===== src/rtl/byte_unstriping_rx.sv =====
// Receive-side lane unstriper: per-lane FIFOs absorb inter-lane skew and a round-robin
// reader rebuilds the serial byte stream through a registered, backpressured output stage.
module byte_unstriping_rx #(
    parameter int unsigned LANES = 4,
    parameter int unsigned W     = 8,
    parameter int unsigned DEPTH = 4
) (
    input  logic               clk,
    input  logic               reset,
    input  logic [W*LANES-1:0] lane_data,
    input  logic [LANES-1:0]   lane_valid,
    input  logic               out_ready,
    output logic [W-1:0]       data_out,
    output logic               valid_out,
    output logic [LANES-1:0]   lane_full,
    output logic               overflow
);
    localparam int unsigned LW = $clog2(LANES);
    localparam int unsigned AW = $clog2(DEPTH);
    localparam int unsigned CW = AW + 1;

    logic [W-1:0]     mem_q [LANES][DEPTH];
    logic [AW-1:0]    wr_q  [LANES];
    logic [AW-1:0]    wr_d  [LANES];
    logic [AW-1:0]    rd_q  [LANES];
    logic [AW-1:0]    rd_d  [LANES];
    logic [CW-1:0]    cnt_q [LANES];
    logic [CW-1:0]    cnt_d [LANES];

    logic [LANES-1:0] full_c;
    logic [LANES-1:0] push_c;
    logic [LANES-1:0] drop_c;
    logic [LANES-1:0] pop_c;

    logic [LW-1:0]    rr_q;
    logic [LW-1:0]    rr_d;
    logic [W-1:0]     data_q;
    logic [W-1:0]     data_d;
    logic             valid_q;
    logic             valid_d;
    logic             ovf_q;
    logic             ovf_d;
    logic             load_ok_c;
    logic             head_avail_c;

    // Output stage and read-lane pointer: only the lane at rr_q may be consumed.
    always_comb begin
        load_ok_c    = !valid_q || out_ready;
        head_avail_c = (cnt_q[rr_q] != '0);
        data_d       = data_q;
        valid_d      = valid_q;
        rr_d         = rr_q;
        pop_c        = '0;
        if (load_ok_c && head_avail_c) begin
            data_d      = mem_q[rr_q][rd_q[rr_q]];
            valid_d     = 1'b1;
            pop_c[rr_q] = 1'b1;
            rr_d        = rr_q + LW'(1);
        end else if (out_ready) begin
            valid_d = 1'b0;
        end
    end

    // Lane FIFO bookkeeping; a pop in the same cycle makes room for a write into a full FIFO.
    always_comb begin
        full_c = '0;
        push_c = '0;
        drop_c = '0;
        for (int i = 0; i < LANES; i++) begin
            full_c[i] = (cnt_q[i] == CW'(DEPTH));
            push_c[i] = lane_valid[i] && (!full_c[i] || pop_c[i]);
            drop_c[i] = lane_valid[i] && full_c[i] && !pop_c[i];
            wr_d[i]   = push_c[i] ? wr_q[i] + AW'(1) : wr_q[i];
            rd_d[i]   = pop_c[i] ? rd_q[i] + AW'(1) : rd_q[i];
            cnt_d[i]  = cnt_q[i] + CW'(push_c[i]) - CW'(pop_c[i]);
        end
        ovf_d = ovf_q || (|drop_c);
    end

    always_ff @(posedge clk) begin
        if (reset) begin
            for (int i = 0; i < LANES; i++) begin
                wr_q[i]  <= '0;
                rd_q[i]  <= '0;
                cnt_q[i] <= '0;
            end
            rr_q    <= '0;
            data_q  <= '0;
            valid_q <= 1'b0;
            ovf_q   <= 1'b0;
        end else begin
            for (int i = 0; i < LANES; i++) begin
                wr_q[i]  <= wr_d[i];
                rd_q[i]  <= rd_d[i];
                cnt_q[i] <= cnt_d[i];
            end
            rr_q    <= rr_d;
            data_q  <= data_d;
            valid_q <= valid_d;
            ovf_q   <= ovf_d;
        end
    end

    // Storage needs no reset: pointers and counts define what is valid.
    always_ff @(posedge clk) begin
        for (int i = 0; i < LANES; i++) begin
            if (push_c[i]) begin
                mem_q[i][wr_q[i]] <= lane_data[W*i +: W];
            end
        end
    end

    assign data_out  = data_q;
    assign valid_out = valid_q;
    assign lane_full = full_c;
    assign overflow  = ovf_q;

endmodule

===== config.mk =====
export PLATFORM = sky130hd
export DESIGN_NAME = byte_unstriping_rx
export DESIGN_NICKNAME = d
export VERILOG_FILES = /design/src/rtl/byte_unstriping_rx.sv
export SDC_FILE = /design/constraint.sdc
export NUM_CORES = 1
export LEC_CHECK = 0
export ABC_AREA = 1
export BUFFER_PORTS_ARGS = -buffer_cell sky130_fd_sc_hd__buf_2
export CORE_MARGIN = 1
export CORE_UTILIZATION = 54
export CTS_CLUSTER_SIZE = 20
export DETAILED_ROUTE_END_ITERATION = 6
export PLACE_DENSITY_LB_ADDON = 0.15
export SLEW_MARGIN = 0
export SYNTH_ARGS = -nofsm -noshare
export SYNTH_HDL_FRONTEND = slang
export SYNTH_SLANG_ARGS = --single-unit

===== constraint.sdc =====
create_clock -name clk -period 2.1 [get_ports clk]
set_input_delay 0 -clock clk [delete_from_list [all_inputs] [get_ports clk]]
set_output_delay 0 -clock clk [all_outputs]
set_load 0.05 [all_outputs]

==> impl_metrics.env <==
export IMPL_antenna_found_initial=0
export IMPL_routed_wl_microns=18100
export IMPL_clk_pin_slew_ns=0.07
export IMPL_place_hpwl_microns=12700
export IMPL_grt_overflow=0
export IMPL_ff2ff_setup_slack_ns=-0.04
export IMPL_dieArea_sq_um=14500
export IMPL_total_power_w=0.0124
export IMPL_crit_required_ns=2.45
export IMPL_yosysSeqAreaShare_pct=62.0
export IMPL_synth_commonest_cells="nand2_1 (139), nor2_1 (132), edfxtp_1 (128), nand3_1 (79), inv_1 (64)"
export IMPL_die_width_microns=120
export IMPL_clockBufferDepth=2
export IMPL_synth_area_sq_um=7550
export IMPL_final_hold_viol_count=0
export IMPL_yosysMostFrequentCell="nand2_1"
export IMPL_ys_seq_elements=170
export IMPL_place_congestion=0.864
export IMPL_crit_type="flop to flop"
export IMPL_fillers=1006
export IMPL_route_detailed_wl_per_inst_microns=16.9
export IMPL_grt_busiest_layer="met2"
export IMPL_cts_tree="built"
export IMPL_grt_start_max_net_pins=65
export IMPL_final_util_pct=70.0
export IMPL_clock_sinks=170
export IMPL_synthCells=749
export IMPL_antenna_left=0
export IMPL_worst_pin_slew_ns=0.747
export IMPL_power_density_nw_per_um2=1320
export IMPL_drt_vias_per_instance=5.33
export IMPL_cts_htree_levels=4
export IMPL_clkPwrFrac_pct=23.6
export IMPL_grt_util_met1_pct=38.2
export IMPL_core_area_sq_um=13500
export IMPL_antennaDiodeCount=0
export IMPL_fin_crit_sh_pct=102
export IMPL_outcome="finished with violations"
export IMPL_syn2layout_area_growth_pct=24.7
export IMPL_num_io_pins=53
export IMPL_synth_edf_count=128
export IMPL_max_freq_mhz=467
export IMPL_vias=5713
export IMPL_synthArstFlopShare_pct=0
export IMPL_syn_num_nets=819
export IMPL_fin_ws_ns=-0.0429
export IMPL_max_slew_margin_pct=50.1
export IMPL_track_usage_pct=26.4
export IMPL_path_max_fanout=5
export IMPL_intPower_w=0.00748
export IMPL_sequentialPowerShare_pct=35.7
export IMPL_rsz0062_at_grt="true"
export IMPL_drc_errors=0
export IMPL_period_minus_slack_ns=2.14
export IMPL_post_synth_cell_area_avg_sq_um=10.1
export IMPL_worstSetupStartpointType="flop"
export IMPL_clock_skew_final_ns=0.00744
export IMPL_p_leak_nw=3.94
export IMPL_synth_top_area_share_pct=50.9
export IMPL_power_switching_w=0.00496
export IMPL_nets=952
export IMPL_hp_class="input pin to flop"
export IMPL_synth_top_cell_by_area="edfxtp_1"
export IMPL_ir_drop_v=0.000777
export IMPL_cts_root_buf="clkbuf_16"
export IMPL_combPwrFrac_pct=40.6
export IMPL_initial_core_util_pct=56.1
export IMPL_drive_above_1_share_pct=22.7
export IMPL_ys_types=30
export IMPL_synth_area_leaders="edfxtp_1 (51%), dfxtp_1 (11%), nand2_1 (6.9%)"
export IMPL_placementRows=42
export IMPL_portBuffers=52
export IMPL_dr_pass1_iters=6
export IMPL_insertion_delay_ns=0.43
export IMPL_slew_violations=0
export IMPL_grt_pass1_vias=5287
export IMPL_synthFlopType="edfxtp_1"
export IMPL_violations="setup timing"
export IMPL_end_kind="flop"
export IMPL_swShare_pct=39.9
export IMPL_grt_use_met2_pct=40.7
export IMPL_cts_buffers=17
export IMPL_grt_pass1_wl_microns=28200
export IMPL_first_iter_violations=563
export IMPL_hold_start="reset"
export IMPL_gr_usage_met3_pct=4.06
export IMPL_die_h_microns=120
export IMPL_setup_viol=3
export IMPL_maxCapViolCount=0
export IMPL_cp_arrival_ns=2.49
export IMPL_yosys_warnings=0
-- what timing repair did --
| action | CTS | global route |
|---|---|---|
| buffers inserted | 5 | 0 |
| setup endpoints to repair | 4 | 12 |
| gates resized for setup | 8 | 6 |
| hold buffers | 36 | 0 |
| pin swaps | 11 | 2 |
| endpoints found under the hold margin | 136 | 0 |
-- registers in the layout, summed over array words and instances (netlist names), named ones only --
register,flops
data_out,8
rd_q,8
cnt_q,12
mem_q,128
overflow,1
wr_q,8
rr_q,2
valid_out,1
-- placed cells by master, fill, tap and decap left out, types with 17 or more instances in the layout --
cell type	instances
ha_1	21
nand2_1	138
inv_1	55
buf_2	52
edfxtp_1	128
dfxtp_1	37
clkbuf_16	17
dlygate4sd3_1	36
nor2_1	131
o21ai_0	38
nand3_1	79
buf_4	55
-- path summary, 6_finish.rpt --
path	to	cells past startpoint
hold reg to reg	rd_q[0][0]	2
setup / recovery	cnt_q[2][2]	15
setup reg to reg	cnt_q[2][2]	15
hold / removal	cnt_q[1][1]	3
-- power by group through the flow --
stage / clock network [W] / logic [W] / registers (W)
global placement: 0 / 0.00459 / 0.00448
global route: 0.00311 / 0.00560 / 0.00449
finish: 0.00294 / 0.00506 / 0.00445
detailed placement: 0 / 0.00476 / 0.00451
CTS: 0.00297 / 0.00501 / 0.00444
floorplan: 0 / 0.00314 / 0.00474
-- metal layers --
layer	part of all wire [%]	up-vias
met5	0	-
met4	1.7	0
met3	7.9	23
met2	46	248
met1	44	2706
li1	-	2736
-- cell type report --
cell class	count	area, sq um	area share, %
repair buffers	143	1030	11.0
well taps	176	220	2.34
clock buffers	18	429	4.56
multi-input cells	477	2630	27.9
flip-flops and latches	170	4690	49.8
inverters	73	289	3.07
clock inverters	14	125	1.33
-- metrics by stage --
stage	instances	TNS, ns	worst slack [ns]	hold WS, ns	cell area, sq um
3_5_place_dp	1000	-0.398	-0.129	0.222	8410
3_3_place_gp	1000	-0.0873	-0.0364	0.212	8410
6_report	1071	-0.0828	-0.0429	0.0126	9420
5_1_grt	1071	-0.866	-0.172	0.0284	9420
2_1_floorplan	749	-0.195	-0.0815	0.0989	7700
4_1_cts	1073	-0.128	-0.0637	0.00282	9410
-- cells by family after synthesis --
logic type | Yosys count | share of synthesized area [%]
AND/OR/NAND/NOR | 378 | 21.6
flip-flops | 170 | 62.0
buffers and inverters | 102 | 5.75
AO/OA/AOI/OAI | 62 | 4.41
adder cells (fa/ha/maj) | 31 | 5.53
XOR/XNOR | 6 | 0.696
-- worst max-delay path, stage by stage, from the launching register on --
cell     delay [ns]
dfxtp_2        0.34
inv_2          0.08
nor2_1         0.05
nand2_1        0.06
nand3_2        0.08
nand2_4        0.14
nand3_4        0.10
inv_4          0.07
ha_4           0.19
inv_2          0.06
ha_4           0.12
inv_2          0.03
fa_2           0.34
xor2_2         0.19
o21ai_2        0.07
a21oi_2        0.15
(Power assumes the default switching activity.)
